### config.mk
export PLATFORM = sky130hd
export DESIGN_NAME = fetch_queue
export DESIGN_NICKNAME = d
export VERILOG_FILES = /design/src/rtl/fetch_queue.sv
export SDC_FILE = /design/constraint.sdc
export NUM_CORES = 1
export LEC_CHECK = 0
export BUFFER_PORTS_ARGS = -buffer_cell sky130_fd_sc_hd__clkbuf_2
export CORE_UTILIZATION = 60
export DETAILED_ROUTE_END_ITERATION = 6
export PLACE_DENSITY = 0.79
export SYNTH_ARGS = -nofsm -noshare
export SYNTH_HDL_FRONTEND = slang
export SYNTH_SLANG_ARGS = --single-unit
### constraint.sdc
create_clock -name clk -period 4.5 [get_ports clk]
set_input_delay 0.9 -clock clk [delete_from_list [all_inputs] [get_ports clk]]
set_output_delay 0.9 -clock clk [all_outputs]
set_load 0.01 [all_outputs]
### src/rtl/fetch_queue.sv
// Instruction fetch queue: DEPTH-entry {pc, instruction} FIFO between fetch and decode,
// valid/ready on both sides, single-cycle flush on taken branch.
module fetch_queue #(
  parameter int DEPTH = 4,
  parameter int WIDTH = 32
) (
  input  logic                     clk,
  input  logic                     rst,
  input  logic                     flush,
  input  logic                     in_valid,
  input  logic [WIDTH-1:0]         in_pc,
  input  logic [WIDTH-1:0]         in_instruction,
  output logic                     in_ready,
  output logic                     out_valid,
  output logic [WIDTH-1:0]         out_pc,
  output logic [WIDTH-1:0]         out_instruction,
  input  logic                     out_ready,
  output logic [$clog2(DEPTH):0]   count
);
  localparam int AW = $clog2(DEPTH);
  localparam int CW = AW + 1;

  logic [WIDTH-1:0] r_pc_mem  [DEPTH];
  logic [WIDTH-1:0] r_ins_mem [DEPTH];
  logic [AW-1:0]    r_wr_ptr;
  logic [AW-1:0]    r_rd_ptr;
  logic [CW-1:0]    r_count;

  logic w_push;
  logic w_pop;

  // Full/empty come only from the occupancy register, so in_ready has no path from out_ready.
  assign in_ready  = (r_count != CW'(DEPTH));
  assign out_valid = (r_count != '0);
  assign w_push    = in_valid && in_ready;
  assign w_pop     = out_valid && out_ready;

  assign out_pc          = out_valid ? r_pc_mem[r_rd_ptr]  : '0;
  assign out_instruction = out_valid ? r_ins_mem[r_rd_ptr] : '0;
  assign count           = r_count;

  always_ff @(posedge clk) begin
    if (!rst || flush) begin
      r_wr_ptr <= '0;
      r_rd_ptr <= '0;
      r_count  <= '0;
    end else begin
      if (w_push) r_wr_ptr <= r_wr_ptr + AW'(1);
      if (w_pop)  r_rd_ptr <= r_rd_ptr + AW'(1);
      r_count <= r_count + CW'(w_push) - CW'(w_pop);
    end
  end

  // Storage needs no reset; out_valid masks stale contents.
  always_ff @(posedge clk) begin
    if (rst && !flush && w_push) begin
      r_pc_mem[r_wr_ptr]  <= in_pc;
      r_ins_mem[r_wr_ptr] <= in_instruction;
    end
  end
endmodule

==> flow_metrics.py, run 1 <==
metrics = {
    "detailed_routing": {
        "vias": 4703,
        "dr.pass1.iters": 4,
        "wl_per_cell_um": 20.9,
        "vias_per_cell": 5.63,
        "wirelength_mm": 17.5,
        "drc": 0,
        "drt_iter0_drc": 277,
        "ant_nets": 0,
    },
    "final_layout": {
        "final_util_pct": 71.0,
        "n_antenna_cell": 0,
        "drive_above_1_share_pct": 39.4,
        "syn_to_final_growth_pct": 15.3,
        "nets": 675,
    },
    "synth": {
        "synth_edf_count": 256,
        "yosys-top-cells-area": "edfxtp_1 75%, mux4_2 13%, and2_1 4.0%, dfxtp_1 1.8%, buf_12 1.2%",
        "yosysSeqAreaShare_pct": 77.0,
        "synth_top_area_share_pct": 75.3,
        "synth_top_area_cell": "edfxtp_1",
        "synthesis.area_um2": 10200,
        "synth_cell_types": 28,
        "ys_warn_count": 0,
        "yosysMostFrequentCell": "edfxtp_1",
        "ys_seq_elements": 265,
        "netlist_instances": 454,
        "syn_nets": 530,
        "syn_avg_cell_area_um2": 22.5,
        "async_reset_ff_share_pct": 0,
        "synthFlopType": "edfxtp_1",
        "synthTopCellsByCount": "256 x edfxtp_1, 66 x and2_1, 60 x mux4_2",
    },
    "clock_tree": {
        "insertion_delay_ns": 0.50,
        "cts_made_buffers": 25,
        "clkSlewWorstSetupHoldPaths_ns": 0.06,
        "cts_resized": 0,
        "cts_setup_buffers": 0,
        "clock_path_buffers": 3,
        "cts_max_level": 1,
        "cts_sinks": 265,
        "tritoncts": "yes",
        "ctsHoldBuffers": 0,
        "cts_root_buf": "clkbuf_16",
    },
    "worst_setup_path": {
        "arrival_ns": 2.37,
        "crit_type": "reg -> out",
        "start_kind": "flop",
        "critPathCaptureType": "output port",
        "reg2reg_to": "count[2]$_SDFF_PP0_",
        "cp.required_ns": 3.60,
        "r2r_setup_slack_ns": 1.98,
        "regToRegStartpoint": "count[2]$_SDFF_PP0_",
        "reg2reg_depth": 11,
        "critPathMaxFanout": 65,
    },
    "die": {
        "dieArea_um2": 17500,
        "fp.dieH_um": 132,
        "rows": 47,
        "fp.coreArea_um2": 16600,
        "initial_core_util_pct": 61.6,
        "ios": 138,
        "fp.dieW_um": 132,
    },
    "placed_design": {
        "globalplace.congestion": 0.687,
        "dp_hpwl_mm": 9.74,
        "io_buffers": 137,
    },
    "min_path": {
        "min_from": "r_wr_ptr[0]$_SDFFE_PP0P_",
        "whs_path_depth": 2,
        "hold_class": "reg -> reg",
        "whs_endpoint": "r_wr_ptr[0]$_SDFFE_PP0P_",
    },
    "status": {
        "status": "finished clean",
    },
    "sta": {
        "tightest_slew_ns": 1.09,
        "fin_crit_sh_pct": 72.7,
        "rsz0062_at_grt": "no",
        "setup_viol": 0,
        "period_needed_ns": 3.27,
        "drv_slew": 0,
        "hold_violations": 0,
        "fmax_mhz": 306,
        "finalClockSkew_ns": 0.00827,
        "setup_tns_ns": 0,
        "relSlewSlack_pct": 27.2,
    },
    "flow_run": {
        "maxCapViolCount": 0,
    },
    "grt": {
        "grt_pass1_vias": 5117,
        "grt_max_degree": 66,
        "grt_overflow": 0,
        "antenna_found_initial": 0,
        "track_usage_pct": 20.7,
        "grt_pass1_wl_mm": 27.5,
    },
    "power": {
        "p_leak_nw": 4.03,
        "peakVddDrop_mv": 0.309,
        "power_density_nw_per_um2": 420,
        "p_total_w": 0.00495,
    },
}
how the worst max path moves through the flow:
stage / from / to / slack (ns)
2_1_floorplan: rst / r_ins_mem[0][0]$_DFFE_PP_ / 1.28
3_3_place_gp: flop / out_pc[1] / 1.71
3_5_place_dp: rst / r_ins_mem[3][7]$_DFFE_PP_ / 1.69
4_1_cts: flop / out_pc[1] / 1.18
5_1_grt: flop / out_pc[1] / 1.07
6_report: count[1]$_SDFF_PP0_ / out_pc[24] / 1.23
flip-flops by register name (all words and copies together), names as in the netlist, named ones only:
register,count
r_wr_ptr,2
r_ins_mem,128
r_pc_mem,128
count,3
r_rd_ptr,2
through the flow:
step                instances  hold slack, ns  worst slack, ns  cell area, µm²
finish                    836           0.509             1.23           11800
global route              836           0.526             1.07           11800
CTS                       836           0.511             1.18           11800
detailed placement        792           0.502             1.69           11000
global placement          792           0.480             1.71           11000
floorplan                 454           0.470             1.28           10200
area by class of cell:
| type | count | area (µm²) |
|---|---|---|
| clock buffers | 30 | 644 |
| inverters | 6 | 22.5 |
| fillers | 1034 | 4810 |
| flip-flops and latches | 265 | 7880 |
| well taps | 220 | 275 |
| repair buffers | 139 | 713 |
| clock inverters | 14 | 88.8 |
| multi-input cells | 162 | 2150 |
layout by cell type (no fill, tap or decap), drive strengths merged, types with 2 or more instances in the layout:
master    n
nor2      5
inv       6
and3      4
clkbuf  167
ha        6
o31ai     2
edfxtp  256
dfxtp     9
buf       2
xor2      3
clkinv   13
nand4     2
mux4     64
and2     67
critical path: stages, from the launching register on:
cell and delay (ns):
dfxtp_1 0.38, or3_2 0.96, and2_1 0.36, clkbuf_2 0.13
layer usage:
layer	global-route usage, %	wire [µm]	vias to the layer above
li1	-	-	2143
met1	28.0	7180	2393
met5	0	0	-
met4	5.81	303	0
met3	3.79	1010	24
met2	35.0	8980	143
power by group:
part	total (W)	internal, W	switching [W]
logic	0.000302	0.000134	0.000169
registers	0.00275	0.00273	0.0000120
clock network	0.00190	0.00107	0.000825
total	0.00495	0.00394	0.00101
cell families (layout without fill, tap and decap cells):
kind of cell / count (synthesis) / in the layout / synth area share, %
AO/OA/AOI/OAI: 4 / 4 / 0.331
flip-flops: 265 / 265 / 77.0
XOR/XNOR: 3 / 3 / 0.257
multiplexers: 64 / 64 / 14.3
buffers and inverters: 27 / 189 / 2.11
adder cells (fa/ha/maj): 7 / 7 / 0.931
AND/OR/NAND/NOR: 84 / 84 / 5.06
No activity file was read; power rests on OpenSTA's default activity.
==> run 2: changes to the inputs <==
--- a/config.mk
+++ b/config.mk
@@ -6,9 +6,9 @@
 export NUM_CORES = 1
 export LEC_CHECK = 0
 export BUFFER_PORTS_ARGS = -buffer_cell sky130_fd_sc_hd__clkbuf_2
-export CORE_UTILIZATION = 60
+export CORE_UTILIZATION = 57
 export DETAILED_ROUTE_END_ITERATION = 6
-export PLACE_DENSITY = 0.79
+export PLACE_DENSITY = 0.75
 export SYNTH_ARGS = -nofsm -noshare
 export SYNTH_HDL_FRONTEND = slang
 export SYNTH_SLANG_ARGS = --single-unit
==> constraint.sdc (replaced) <==
create_clock -name clk -period 3.36 [get_ports clk]
set_input_delay 0.672 -clock clk [delete_from_list [all_inputs] [get_ports clk]]
set_output_delay 0.672 -clock clk [all_outputs]
set_load 0.01 [all_outputs]
==> run 2 against run 1 <==
Against the previous run:
- sequential share of layout area is 1.7 points lower
- critical endpoint is now out_instruction[21]
- clock-buffer cell count up 2
- critical path type unchanged
- die area up 5.2%
==> flow_metrics.py, run 2 (synthesis results as in run 1) <==
metrics = {
    "status": {
        "status": "finished clean",
    },
    "final_layout": {
        "regArea_um2": 7880,
        "syn_to_final_growth_pct": 18.2,
        "n_antenna_cell": 0,
        "layout_commonest_cell": "edfxtp_1",
        "multi_input_area_um2": 2150,
        "layout_common_cells": "256 x edfxtp_1, 137 x clkbuf_2, 66 x and2_1",
        "nets": 689,
        "n_fill_cell": 1123,
        "drive_above_1_share_pct": 40.7,
        "postLayoutCellArea_um2": 12100,
        "final_util_pct": 69.3,
    },
    "detailed_routing": {
        "route.met3.wl_um": 686,
        "vias_per_cell": 5.61,
        "wl_met2_mm": 9.76,
        "wirelength_mm": 18.0,
        "met1_length_mm": 7.10,
        "vias": 4823,
        "ant_nets": 0,
        "drc": 0,
        "dr.pass1.iters": 4,
        "drt_iter0_drc": 267,
        "wl_per_cell_um": 21.0,
        "top_layer_used": "met4",
    },
    "clock_tree": {
        "clock_path_buffers": 3,
        "ctsHoldBuffers": 0,
        "clkSlewWorstSetupHoldPaths_ns": 0.06,
        "insertion_delay_ns": 0.52,
        "cts_sinks": 265,
        "cts_setup_buffers": 0,
        "cts_made_buffers": 27,
        "cts_max_level": 1,
        "tritoncts": "yes",
        "cts_root_buf": "clkbuf_16",
        "cts_resized": 0,
    },
    "power": {
        "p_total_w": 0.00695,
        "power_density_nw_per_um2": 576,
        "p_leak_nw": 4.17,
        "peakVddDrop_mv": 0.454,
    },
    "sta": {
        "period_needed_ns": 3.07,
        "setup_viol": 0,
        "relSlewSlack_pct": 23.9,
        "fin_crit_sh_pct": 91.5,
        "tightest_slew_ns": 1.14,
        "hold_violations": 0,
        "fin_ws_ns": 0.285,
        "fmax_mhz": 325,
        "setup_tns_ns": 0,
        "finalClockSkew_ns": 0.0133,
        "rsz0062_at_grt": "no",
        "drv_slew": 0,
    },
    "grt": {
        "antenna_found_initial": 0,
        "grt_pass1_wl_mm": 27.8,
        "track_usage_pct": 20.2,
        "grt_overflow": 0,
        "grt_max_degree": 66,
        "grt_pass1_vias": 5139,
    },
    "placed_design": {
        "placed_area_um2": 11200,
        "globalplace.congestion": 0.726,
        "dp_hpwl_mm": 11.0,
        "place_ws_ns": 0.798,
        "io_buffers": 137,
    },
    "worst_setup_path": {
        "critPathTopFamily": "simple AND/OR/NAND/NOR gates",
        "critPathMaxFanout": 65,
        "cp_slowest_stage_delay_ns": 1.00,
        "critPathCaptureType": "output port",
        "crit_chain": "or3_2 > and2_1 > clkbuf_2",
        "worst-path-stages": 3,
        "crit_slowest_cell": "or3_2",
        "crit_type": "reg -> out",
        "start_kind": "flop",
        "critPathBufInv": 1,
        "reg2reg_depth": 11,
        "cp.required_ns": 2.69,
        "arrival_ns": 2.40,
    },
    "die": {
        "fp.dieH_um": 136,
        "rows": 48,
        "initial_core_util_pct": 58.6,
        "dieArea_um2": 18500,
        "fp.coreArea_um2": 17400,
        "fp.dieW_um": 136,
        "ios": 138,
    },
    "min_path": {
        "whs_path_depth": 1,
        "hold_class": "in -> reg",
    },
    "flow_run": {
        "maxCapViolCount": 0,
    },
}
-- run 2: cell types whose count changed in the layout (fill, tap and decap cells not counted), sizes merged --
cell,change
clkinvlp,+1
inv,+2
buf,+12
clkbuf,+2
clkinv,-1
bufinv,+2
-- run 2: final timing paths --
| kind | from | end | slack, ns |
|---|---|---|---|
| worst min-delay path | in_pc[6] | r_pc_mem[2][6]$_DFFE_PP_ | 0.37 |
| worst min register to register | r_rd_ptr[1]$_SDFFE_PP0P_ | r_rd_ptr[1]$_SDFFE_PP0P_ | 0.52 |
| worst max-delay path | count[1]$_SDFF_PP0_ | out_instruction[21] | 0.29 |
| worst max register to register | count[2]$_SDFF_PP0_ | count[2]$_SDFF_PP0_ | 0.83 |
-- run 2: metrics by stage --
stage | std cells | hold WS, ns
floorplan | 454 | 0.470
global placement | 809 | 0.480
detailed placement | 809 | 0.511
CTS | 859 | 0.343
global route | 859 | 0.351
finish | 859 | 0.366
-- run 2: power breakdown --
part           switching, W  internal, W
Clock               0.00116      0.00170
Sequential        0.0000186      0.00366
Combinational      0.000226     0.000184
-- run 2: area by class of cell --
cell class / instances / share of cell area, %
clock buffer: 32 / 5.75
inverter: 6 / 0.187
clock inverter: 18 / 1.37
multi-input combinational: 162 / 17.8
tap: 225 / 2.33
timing repair buffer: 151 / 7.28
sequential: 265 / 65.3
-- run 2: metal layers --
layer | track usage [%] | vias to the layer above
met2 | 36.7 | 119
met3 | 3.36 | 34
li1 | - | 2171
met1 | 24.8 | 2499
met5 | 0 | -
met4 | 5.93 | 0
-- run 2: worst reg2reg max path: stages (launching register included) --
cell	delay, ns
dfxtp_1	0.42
or3b_4	0.44
and2_4	0.20
inv_1	0.07
ha_1	0.22
inv_1	0.05
ha_1	0.13
inv_1	0.05
fa_1	0.40
xor2_1	0.16
and2_1	0.16
nor3_1	0.15
==> run 3: changes to the inputs <==
--- a/config.mk
+++ b/config.mk
@@ -8,7 +8,7 @@
 export BUFFER_PORTS_ARGS = -buffer_cell sky130_fd_sc_hd__clkbuf_2
 export CORE_UTILIZATION = 57
 export DETAILED_ROUTE_END_ITERATION = 6
-export PLACE_DENSITY = 0.75
+export PLACE_DENSITY = 0.79
 export SYNTH_ARGS = -nofsm -noshare
 export SYNTH_HDL_FRONTEND = slang
 export SYNTH_SLANG_ARGS = --single-unit
==> run 3 against run 2 <==
Against the previous run:
- sequential power barely moved
- die area did not move
- via count fell by 0.39%
- core utilization fell by 0.24 points
- cell count fell by 1.5%
- sequential share of layout area rose by 0.23 points
- routed wire length fell by 0.61%
- critical endpoint is now out_pc[0]
==> flow_metrics.py, run 3 (synthesis results as in run 1) <==
metrics = {
    "worst_setup_path": {
        "regToRegStartpoint": "count[2]$_SDFF_PP0_",
        "critPathCaptureType": "output port",
        "start_kind": "flop",
        "arrival_ns": 2.38,
        "r2r_setup_slack_ns": 0.83,
        "cp.required_ns": 2.69,
        "reg2reg_depth": 11,
        "critPathMaxFanout": 65,
        "crit_type": "reg -> out",
        "reg2reg_to": "count[2]$_SDFF_PP0_",
    },
    "die": {
        "ios": 138,
        "initial_core_util_pct": 58.6,
        "dieArea_um2": 18500,
        "fp.coreArea_um2": 17400,
        "rows": 48,
        "fp.dieW_um": 136,
        "fp.dieH_um": 136,
    },
    "grt": {
        "grt_pass1_wl_mm": 27.6,
        "track_usage_pct": 20.4,
        "grt_pass1_vias": 5146,
        "grt_max_degree": 66,
        "antenna_found_initial": 0,
        "grt_overflow": 0,
    },
    "min_path": {
        "whs_endpoint": "r_pc_mem[0][18]$_DFFE_PP_",
        "whs_path_depth": 1,
        "hold_class": "in -> reg",
        "min_from": "in_pc[18]",
    },
    "clock_tree": {
        "clock_path_buffers": 3,
        "cts_setup_buffers": 0,
        "cts_resized": 0,
        "insertion_delay_ns": 0.51,
        "cts_sinks": 265,
        "tritoncts": "yes",
        "cts_made_buffers": 25,
        "clkSlewWorstSetupHoldPaths_ns": 0.06,
        "ctsHoldBuffers": 0,
        "cts_max_level": 1,
        "cts_root_buf": "clkbuf_16",
    },
    "sta": {
        "relSlewSlack_pct": 31.4,
        "period_needed_ns": 3.05,
        "setup_viol": 0,
        "tightest_slew_ns": 1.03,
        "setup_tns_ns": 0,
        "finalClockSkew_ns": 0.0106,
        "drv_slew": 0,
        "fin_crit_sh_pct": 90.9,
        "rsz0062_at_grt": "no",
        "fmax_mhz": 327,
        "hold_violations": 0,
    },
    "power": {
        "p_leak_nw": 4.13,
        "peakVddDrop_mv": 0.437,
        "power_density_nw_per_um2": 583,
    },
    "final_layout": {
        "layout_commonest_cell": "edfxtp_1",
        "n_antenna_cell": 0,
        "drive_above_1_share_pct": 40.4,
        "syn_to_final_growth_pct": 17.8,
        "nets": 681,
        "postLayoutCellArea_um2": 12000,
        "layout_common_cells": "256 x edfxtp_1, 137 x clkbuf_2, 66 x and2_1",
        "n_fill_cell": 1126,
    },
    "detailed_routing": {
        "drc": 0,
        "drt_iter0_drc": 304,
        "dr.pass1.iters": 4,
        "vias": 4804,
        "wirelength_mm": 17.9,
        "vias_per_cell": 5.68,
        "ant_nets": 0,
        "wl_per_cell_um": 21.2,
    },
    "placed_design": {
        "io_buffers": 137,
        "dp_hpwl_mm": 10.7,
        "placed_area_um2": 11200,
        "globalplace.congestion": 0.721,
    },
    "flow_run": {
        "maxCapViolCount": 0,
    },
    "status": {
        "status": "finished clean",
    },
}
==> run 3: cell count changes in the layout (fill, tap and decap cells not counted), sizes merged <==
cell / delta
clkinv: -5
inv: -2
bufinv: +3
clkinvlp: +1
clkbuf: -4
buf: -6
==> run 3: worst max-delay path by stage <==
stage                             start                   endpoint  slack, ns  cells past startpoint
floorplan                           rst  r_ins_mem[0][0]$_DFFE_PP_       0.36                      2
global route        count[1]$_SDFF_PP0_                 out_pc[24]       0.18                      3
finish              count[1]$_SDFF_PP0_                  out_pc[0]       0.31                      3
detailed placement  count[1]$_SDFF_PP0_                 out_pc[24]       0.83                      3
CTS                 count[1]$_SDFF_PP0_                 out_pc[24]       0.26                      3
global placement    count[1]$_SDFF_PP0_                  out_pc[0]       0.90                      3
==> run 3: metrics by stage <==
| stage | std cells | worst slack, ns | hold slack (ns) | utilization, % | power (W) |
|---|---|---|---|---|---|
| 2_1_floorplan | 454 | 0.363 | 0.470 | - | 0.00398 |
| 3_3_place_gp | 803 | 0.899 | 0.480 | 64.1 | 0.00414 |
| 3_5_place_dp | 803 | 0.831 | 0.510 | 64.1 | 0.00416 |
| 4_1_cts | 846 | 0.255 | 0.355 | 69.0 | 0.00707 |
| 5_1_grt | 846 | 0.184 | 0.362 | 69.0 | 0.00722 |
| 6_report | 846 | 0.305 | 0.378 | 69.0 | 0.00700 |
==> run 3: report_power, final <==
part,total (W),internal (W),switching [W]
Combinational,0.000408,0.000183,0.000224
Clock,0.00292,0.00181,0.00110
Sequential,0.00368,0.00366,0.0000158
==> run 3: layout make-up <==
class | instances | area (µm²) | share of cell area [%]
sequential | 265 | 7880 | 65.5
multi-input combinational | 162 | 2150 | 17.9
timing repair buffer | 145 | 833 | 6.93
clock buffer | 28 | 637 | 5.30
tap | 225 | 282 | 2.34
clock inverter | 15 | 225 | 1.87
inverter | 6 | 22.5 | 0.187
==> run 3: worst max-delay path, stage by stage (launching register included) <==
cell,delay [ns]
dfxtp_1,0.39
or3_2,0.96
and2_1,0.35
clkbuf_2,0.14
==> run 3: metal layers <==
layer / GRT usage [%] / share of wire, % / up-vias
met5: 0 / 0 / -
met4: 6.37 / 2.0 / 0
met3: 3.69 / 5.5 / 27
met2: 34.9 / 52 / 139
met1: 26.7 / 41 / 2482
li1: - / - / 2156
